## config.mk

```make
export PLATFORM = sky130hd
export DESIGN_NAME = axis_pkt_fifo
export DESIGN_NICKNAME = d
export VERILOG_FILES = /design/src/rtl/axis_pkt_fifo.sv
export SDC_FILE = /design/constraint.sdc
export NUM_CORES = 1
export LEC_CHECK = 0
export BUFFER_PORTS_ARGS = -buffer_cell sky130_fd_sc_hd__buf_2
export CAP_MARGIN = 20
export CORE_MARGIN = 8
export CORE_UTILIZATION = 39
export CTS_CLUSTER_SIZE = 14
export DETAILED_ROUTE_END_ITERATION = 6
export HOLD_SLACK_MARGIN = 0.15
export SLEW_MARGIN = 20
export SYNTH_ARGS = -nofsm -noshare
export SYNTH_HDL_FRONTEND = slang
export SYNTH_SLANG_ARGS = --single-unit
```

## constraint.sdc

```tcl
create_clock -name aclk -period 4 [get_ports aclk]
set_input_delay 0.4 -clock aclk [delete_from_list [all_inputs] [get_ports aclk]]
set_output_delay 0.4 -clock aclk [all_outputs]
set_load 0.01 [all_outputs]
```

## src/rtl/axis_pkt_fifo.sv

```systemverilog
// axis_pkt_fifo
//   Single-clock AXI-Stream FIFO with optional store-and-forward packet mode.
//   In packet mode the consumer only ever sees complete packets; a packet that
//   cannot fit in the storage is discarded in its entirety and flagged on drop.
//
// Ports
//   aclk, areset          clock (rising edge), asynchronous active-high reset
//   m_data/m_valid/m_last write beat from upstream; m_ready back-pressure
//   s_data/s_valid/s_last read beat to the consumer; s_ready from consumer
//   level                 entries held, committed and uncommitted
//   pkt_count             committed packets not yet fully read
//   drop                  one-cycle pulse when an oversize packet is discarded
module axis_pkt_fifo #(
  parameter int DATA_WIDTH  = 8,
  parameter int ADDR_DEPTH  = 4,
  parameter bit PACKET_MODE = 1'b1
) (
  input  logic                  aclk,
  input  logic                  areset,
  input  logic [DATA_WIDTH-1:0] m_data,
  input  logic                  m_valid,
  output logic                  m_ready,
  input  logic                  m_last,
  output logic [DATA_WIDTH-1:0] s_data,
  output logic                  s_valid,
  input  logic                  s_ready,
  output logic                  s_last,
  output logic [ADDR_DEPTH:0]   level,
  output logic [ADDR_DEPTH:0]   pkt_count,
  output logic                  drop
);

  localparam int DEPTH = 2 ** ADDR_DEPTH;
  localparam logic [ADDR_DEPTH:0] FullCount = (ADDR_DEPTH+1)'(DEPTH);
  localparam logic [ADDR_DEPTH:0] DropCount = (ADDR_DEPTH+1)'(DEPTH - 1);
  localparam logic [ADDR_DEPTH:0] One       = (ADDR_DEPTH+1)'(1);

  typedef enum logic {
    StNormal,
    StDrop
  } state_e;

  state_e                state_q, state_d;
  logic [ADDR_DEPTH:0]   wrPtr_q, wrPtr_d;
  logic [ADDR_DEPTH:0]   commitPtr_q, commitPtr_d;
  logic [ADDR_DEPTH:0]   rdPtr_q, rdPtr_d;
  logic [ADDR_DEPTH:0]   pktCount_q, pktCount_d;
  logic                  drop_q, drop_d;

  logic [DATA_WIDTH:0]   mem [DEPTH];
  logic [DATA_WIDTH:0]   rdEntry;
  logic [ADDR_DEPTH:0]   uncommitted;
  logic                  full;
  logic                  wrEn;
  logic                  rdEn;
  logic                  memWe;
  logic                  pktInc;
  logic                  pktDec;

  assign full        = (wrPtr_q - rdPtr_q) == FullCount;
  assign uncommitted = wrPtr_q - commitPtr_q;

  // In DROP every beat is swallowed, so back-pressure is lifted regardless of fill.
  assign m_ready = areset ? 1'b0 : ((state_q == StDrop) ? 1'b1 : !full);
  assign wrEn    = m_valid && m_ready;

  // Only committed entries are visible; data and last are zeroed when idle.
  assign rdEntry = mem[rdPtr_q[ADDR_DEPTH-1:0]];
  assign s_valid = rdPtr_q != commitPtr_q;
  assign s_data  = s_valid ? rdEntry[DATA_WIDTH-1:0] : '0;
  assign s_last  = s_valid ? rdEntry[DATA_WIDTH] : 1'b0;
  assign rdEn    = s_valid && s_ready;
  assign pktDec  = rdEn && s_last;

  assign level     = wrPtr_q - rdPtr_q;
  assign pkt_count = pktCount_q;
  assign drop      = drop_q;

  // Next-state logic. A non-last beat arriving when DEPTH-1 beats of the
  // current packet are already held means the packet can never commit, so the
  // partial packet is rewound and the remainder is discarded in DROP.
  always_comb begin
    state_d     = state_q;
    wrPtr_d     = wrPtr_q;
    commitPtr_d = commitPtr_q;
    rdPtr_d     = rdPtr_q;
    pktCount_d  = pktCount_q;
    drop_d      = 1'b0;
    memWe       = 1'b0;
    pktInc      = 1'b0;

    if (wrEn) begin
      if (state_q == StDrop) begin
        if (m_last) begin
          state_d = StNormal;
        end
      end else if (PACKET_MODE && !m_last && (uncommitted == DropCount)) begin
        state_d = StDrop;
        wrPtr_d = commitPtr_q;
        drop_d  = 1'b1;
      end else begin
        memWe   = 1'b1;
        wrPtr_d = wrPtr_q + One;
        if (!PACKET_MODE || m_last) begin
          commitPtr_d = wrPtr_q + One;
        end
        pktInc = m_last;
      end
    end

    if (rdEn) begin
      rdPtr_d = rdPtr_q + One;
    end

    case ({pktInc, pktDec})
      2'b10:   pktCount_d = pktCount_q + One;
      2'b01:   pktCount_d = pktCount_q - One;
      default: pktCount_d = pktCount_q;
    endcase
  end

  // Control state and pointers.
  always_ff @(posedge aclk or posedge areset) begin
    if (areset) begin
      state_q     <= StNormal;
      wrPtr_q     <= '0;
      commitPtr_q <= '0;
      rdPtr_q     <= '0;
      pktCount_q  <= '0;
      drop_q      <= 1'b0;
    end else begin
      state_q     <= state_d;
      wrPtr_q     <= wrPtr_d;
      commitPtr_q <= commitPtr_d;
      rdPtr_q     <= rdPtr_d;
      pktCount_q  <= pktCount_d;
      drop_q      <= drop_d;
    end
  end

  // Storage array is not reset; pointers alone define what is valid.
  always_ff @(posedge aclk) begin
    if (memWe) begin
      mem[wrPtr_q[ADDR_DEPTH-1:0]] <= {m_last, m_data};
    end
  end

endmodule

```

==> impl_metrics.json, run 1 <==
{
  "arrival_ns": 3.95,
  "place_area_mm2": 0.00774,
  "post-cts-setup-buffers": 0,
  "layout-drive-gt1-share": 0.298,
  "yosysSeqAreaShare": 0.680,
  "hold_buffers": 0,
  "p_sw_mw": 2.21,
  "nets": 488,
  "fin_area_mm2": 0.00827,
  "syn_inst": 395,
  "pwr-share-clk": 0.232,
  "hp-class": "in2async",
  "cts_buffer_depth": 2,
  "core-area_mm2": 0.0180,
  "finalPower_mw": 6.31,
  "grt_first_pass_wirelength_um": 23800,
  "io_pins": 35,
  "initial_core_util": 0.398,
  "power_density_mw_per_mm2": 762,
  "hold_viol_final": 0,
  "internal_power_mw": 4.10,
  "vias": 3633,
  "rsz0062_at_grt": "no",
  "synth_seq_cells": 166,
  "maxSlewViolCount": 0,
  "ctsHtreeMaxLevel": 4,
  "remaining_drc_errors": 0,
  "critPathKind": "reg2reg",
  "cts_root_buf": "clkbuf_16",
  "grt_pass1_vias": 3902,
  "clk_latency_ns": 0.41,
  "syn-num-nets": 428,
  "drt_first_pass_iters": 4,
  "cts_tree": "built",
  "overflow": 0,
  "ys_types": 40,
  "dp.final_hpwl_um": 9360,
  "slew_headroom": 0.391,
  "synthesis.area_mm2": 0.00717,
  "period_share": 0.906,
  "cts_made_buffers": 17,
  "swShare": 0.350,
  "drtIter0Drc": 342,
  "status": "finished, final reports clean",
  "layout_common_cells": "144 x edfxtp_1, 42 x mux4_2, 34 x buf_2, 22 x nor2_1, 22 x buf_4",
  "routed_wl_um": 15200,
  "core.rowCount": 49,
  "portBuffers": 34,
  "gp_congestion": 0.798,
  "cts_resized": 0,
  "ir_worst_vdd_uv": 333,
  "ant_nets": 0,
  "final_common_cell": "edfxtp_1",
  "grt_usage": 0.144,
  "dieHeight_um": 152,
  "worstMarginPinSlew_ns": 0.912,
  "setup_viol": 0,
  "die_area_mm2": 0.0230,
  "comb_power_share": 0.413,
  "yosys_warnings": 0,
  "clock.fmax_mhz": 276,
  "worst-path-max-fanout": 7,
  "worstSetupStartpointType": "flop",
  "wire_per_inst_um": 21.9,
  "end_kind": "flop",
  "die_w_um": 152,
  "diodes": 0,
  "area_growth_pct": 15.4,
  "cts_num_sinks": 166,
  "clkSlewWorstSetupHoldPaths_ns": 0.06,
  "leakage_nw": 2.95,
  "cp.required_ns": 4.33,
  "antenna_found_initial": 0,
  "avgSynthCellArea_um2": 18.2,
  "maxCapViolations": 0,
  "post-route-min-period_ns": 3.62,
  "viasPerCell": 5.23,
  "finalClockSkew_ns": 0.0114,
  "setup_tns_ns": 0,
  "power_frac_seq": 0.355,
  "grt_max_degree": 41
}
[power groups by stage]
| stage | logic (mW) | registers [mW] | clock network, mW |
|---|---|---|---|
| floorplan | 1.89 | 2.22 | 0 |
| global placement | 2.56 | 2.26 | 0 |
| detailed placement | 2.62 | 2.27 | 0 |
| CTS | 2.64 | 2.24 | 1.50 |
| global route | 2.87 | 2.26 | 1.56 |
| finish | 2.60 | 2.24 | 1.46 |
[per-stage QoR]
stage / hold slack, ns / util / setup slack [ns] / std cells
5_1_grt: 0.295 / 0.459 / 0.0820 / 695
3_3_place_gp: 0.466 / 0.429 / 0.427 / 665
4_1_cts: 0.229 / 0.459 / 0.157 / 695
3_5_place_dp: 0.470 / 0.429 / 0.178 / 665
6_report: 0.218 / 0.459 / 0.377 / 695
2_1_floorplan: 0.389 / - / 0.454 / 395
[kinds of logic after synthesis]
group / Yosys count / synth area share
flops: 166 / 0.680
simple gates: 69 / 0.0480
mux: 56 / 0.159
buf+inv: 37 / 0.0236
xor+xnor: 25 / 0.0305
compound gates: 22 / 0.0209
fa+ha+maj: 20 / 0.0380
[routing by layer]
metal,track usage,part of all wire,vias to the layer above
met5,0,0,-
met3,0.0345,0.062,8
met4,0.0465,0.010,0
li1,-,-,1655
met2,0.239,0.51,90
met1,0.182,0.42,1880
[synth_stat cells, drive strengths merged]
cell	instances	area [um^2]
buf	9	63.8
mux2	5	56.3
nand3	12	60.1
a2bb2oi	1	8.76
nor4	4	25.0
and2	1	6.26
and3	1	6.26
a21oi	6	30.0
fa	3	60.1
inv	21	78.8
a21boi	1	7.51
o211ai	1	7.51
nand4b	3	26.3
nand2	10	40.0
a31oi	4	37.5
a22oi	1	7.51
edfxtp	144	4320
o21ai	4	20.0
nor2	22	82.6
xnor2	18	158
mux4	45	1020
mux2i	6	60.1
a21o	3	22.5
ha	17	213
clkbuf	7	26.3
nor3	2	10.0
xor2	7	61.3
dfrtp	22	551
nor2b	10	62.6
a41oi	1	8.76
nand4	1	6.26
nand2b	3	18.8
[flip-flops by register name (all words and copies together) (netlist names)]
| register | count |
|---|---|
| state_q | 1 |
| wrPtr_q | 5 |
| drop | 1 |
| pkt_count | 5 |
| commitPtr_q | 5 |
| mem | 144 |
| rdPtr_q | 5 |
[worst paths after layout]
check	end	slack (ns)	cells after the start	from
setup / recovery	pkt_count[4]	0.38	18	wrPtr_q[0]
hold / removal	state_q	0.22	2	areset
setup reg to reg	pkt_count[4]	0.38	18	wrPtr_q[0]
hold reg to reg	pkt_count[4]	0.47	1	pkt_count[4]
max in group asynchronous	rdPtr_q[0]	3.17	2	areset
min in group aclk	state_q	0.33	2	m_valid
[final cells by class]
cell class	instances	area, um^2
Fill cell	1531	9750
Sequential cell	166	4880
Multi-Input combinational cell	192	2150
Clock buffer	17	425
Timing Repair Buffer	57	355
Tap cell	229	287
Clock inverter	13	100
Inverter	21	78.8
[critical path, cell delays in order, from the launching register on]
cell and delay, ns:
dfrtp_1 0.42, inv_2 0.14, ha_1 0.18, inv_1 0.05
fa_1 0.42, a21o_1 0.18, a21oi_1 0.16, xnor2_1 0.22
a31oi_2 0.17, nand2_2 0.21, ha_1 0.26, inv_1 0.10
fa_1 0.41, inv_1 0.07, a21o_1 0.10, a21oi_1 0.07
xnor2_1 0.12, nor2_1 0.12, xor2_1 0.15
Note: power is estimated with default switching activity, not from simulation.
==> run 2, diff against run 1 <==
--- a/config.mk
+++ b/config.mk
@@ -7,6 +7,7 @@
 export LEC_CHECK = 0
 export BUFFER_PORTS_ARGS = -buffer_cell sky130_fd_sc_hd__buf_2
 export CAP_MARGIN = 20
+export CORE_ASPECT_RATIO = 0.6
 export CORE_MARGIN = 8
 export CORE_UTILIZATION = 39
 export CTS_CLUSTER_SIZE = 14
==> run 2 against run 1 <==
Core utilization is 0.87 points higher. Critical path type unchanged. Largest power group unchanged. Clock-buffer cell count did not move. Clock skew up 0.0037 ns. Highest routed layer unchanged.
==> impl_metrics.json, run 2 (synthesis gave the netlist of run 1 again) <==
{
  "status": "finished, final reports clean",
  "finalClockSkew_ns": 0.0151,
  "post-route-min-period_ns": 3.70,
  "crit_top_cell": "inv_1",
  "drtIter0Drc": 290,
  "setup_viol": 0,
  "hp-class": "in2async",
  "routed_wl_um": 16200,
  "cp.required_ns": 4.34,
  "critPathKind": "reg2reg",
  "diodes": 0,
  "clk_latency_ns": 0.42,
  "antenna_found_initial": 0,
  "die_w_um": 191,
  "slew_headroom": 0.357,
  "leakage_nw": 3.03,
  "hold_viol_final": 0,
  "cts_made_buffers": 17,
  "clock.fmax_mhz": 270,
  "crit_family": "adder cells",
  "io_pins": 35,
  "hold_buffers": 0,
  "nets": 501,
  "maxSlewViolCount": 0,
  "gp_congestion": 0.789,
  "finalPower_mw": 6.50,
  "fin_area_mm2": 0.00843,
  "worst_path_largest_cell_delay_ns": 0.43,
  "layout_common_cells": "144 x edfxtp_1, 42 x mux4_2, 36 x buf_4, 34 x buf_2, 22 x nor2_1",
  "largest_reg_flops": 144,
  "place_area_mm2": 0.00784,
  "vias": 3822,
  "grt_first_pass_wirelength_um": 24600,
  "cts_root_buf": "clkbuf_16",
  "ant_nets": 0,
  "initial_core_util": 0.398,
  "internal_power_mw": 4.15,
  "grt_max_degree": 41,
  "end_kind": "flop",
  "portBuffers": 34,
  "rsz0062_at_grt": "no",
  "grt_usage": 0.147,
  "worstSetupStartpointType": "flop",
  "hold_ws_ns": 0.225,
  "placed_cells": 689,
  "multi_input_comb_area_mm2": 0.00215,
  "clkSlewWorstSetupHoldPaths_ns": 0.07,
  "arrival_ns": 4.04,
  "final_common_cell": "edfxtp_1",
  "dieHeight_um": 121,
  "ctsHtreeMaxLevel": 4,
  "layout-drive-gt1-share": 0.318,
  "place_ws_ns": 0.148,
  "utilization": 0.468,
  "worstMarginPinSlew_ns": 0.964,
  "viasPerCell": 5.30,
  "pwr-share-clk": 0.244,
  "period_share": 0.925,
  "setup_tns_ns": 0,
  "cts_tree": "built",
  "crit_chain": "inv_1 -> ha_1 -> inv_1 -> fa_1 -> a21o_1 -> a21oi_1 -> xnor2_1 -> a31oi_2 -> nand2_2 -> ha_1 -> inv_1 -> fa_1 -> inv_1 -> a21o_1 -> a21oi_1 -> xnor2_1 -> nor2_1 -> xor2_1",
  "setup_ws_ns": 0.300,
  "final_cells": 721,
  "worst-path-max-fanout": 7,
  "cp_slowest_cell": "dfrtp_1",
  "cts_buffer_depth": 2,
  "seq_area_mm2": 0.00488,
  "drt_first_pass_iters": 4,
  "grt_pass1_vias": 3857,
  "cp_num_buf_inv": 4,
  "die_area_mm2": 0.0231,
  "fill_cells": 1530,
  "cts_num_sinks": 166,
  "p_sw_mw": 2.36,
  "maxCapViolations": 0,
  "remaining_drc_errors": 0,
  "dp.final_hpwl_um": 11000,
  "swShare": 0.362,
  "comb_power_share": 0.412,
  "overflow": 0,
  "wire_per_inst_um": 22.5,
  "area_growth_pct": 17.5,
  "core-area_mm2": 0.0180,
  "power_frac_seq": 0.344,
  "ir_worst_vdd_uv": 338,
  "core.rowCount": 38,
  "power_density_mw_per_mm2": 772
}
## run 2: worst paths after layout
kind | start | to | slack (ns) | cells after the start
setup / recovery | wrPtr_q[0] | pkt_count[4] | 0.30 | 18
hold / removal | areset | state_q | 0.23 | 2
setup reg to reg | wrPtr_q[0] | pkt_count[4] | 0.30 | 18
hold reg to reg | pkt_count[4] | pkt_count[4] | 0.48 | 1
max in group asynchronous | areset | rdPtr_q[1] | 3.12 | 2
min in group aclk | m_valid | state_q | 0.34 | 2
## run 2: layout make-up
| class | instances | area share |
|---|---|---|
| Tap cell | 240 | 0.0356 |
| Clock inverter | 15 | 0.0184 |
| Inverter | 21 | 0.00935 |
| Clock buffer | 17 | 0.0505 |
| Timing Repair Buffer | 70 | 0.0523 |
| Multi-Input combinational cell | 192 | 0.255 |
| Sequential cell | 166 | 0.579 |
## run 2: power by group through the flow
stage                     Clock [mW]  Combinational (mW)  Sequential, mW
final                           1.58                2.68            2.24
after global routing            1.70                2.96            2.26
after CTS                       1.62                2.72            2.24
after detailed placement           0                2.72            2.27
after global placement             0                2.65            2.27
after floorplan                    0                1.89            2.22
## run 2: per-layer routing
layer / vias up / GRT usage / wire length, um
li1: 1698 / - / -
met1: 1998 / 0.219 / 7610
met2: 121 / 0.203 / 7020
met3: 5 / 0.0479 / 1520
met4: 0 / 0.0330 / 63
met5: - / 0 / 0
## run 2: worst register-to-register path: cells and delay by family (launching register included)
family,cells,cell delay [ns]
buffers and inverters,4,0.44
xor gates and xnor gates,3,0.49
AOI/OAI and AO/OA,5,0.67
adders and majority gates,4,1.28
DFF,1,0.43
and+or+nand+nor,2,0.32
## run 2: timing repair
item,CTS,global route
setup buffers,0,0
endpoints found under the setup margin,0,1
resized for setup,0,1
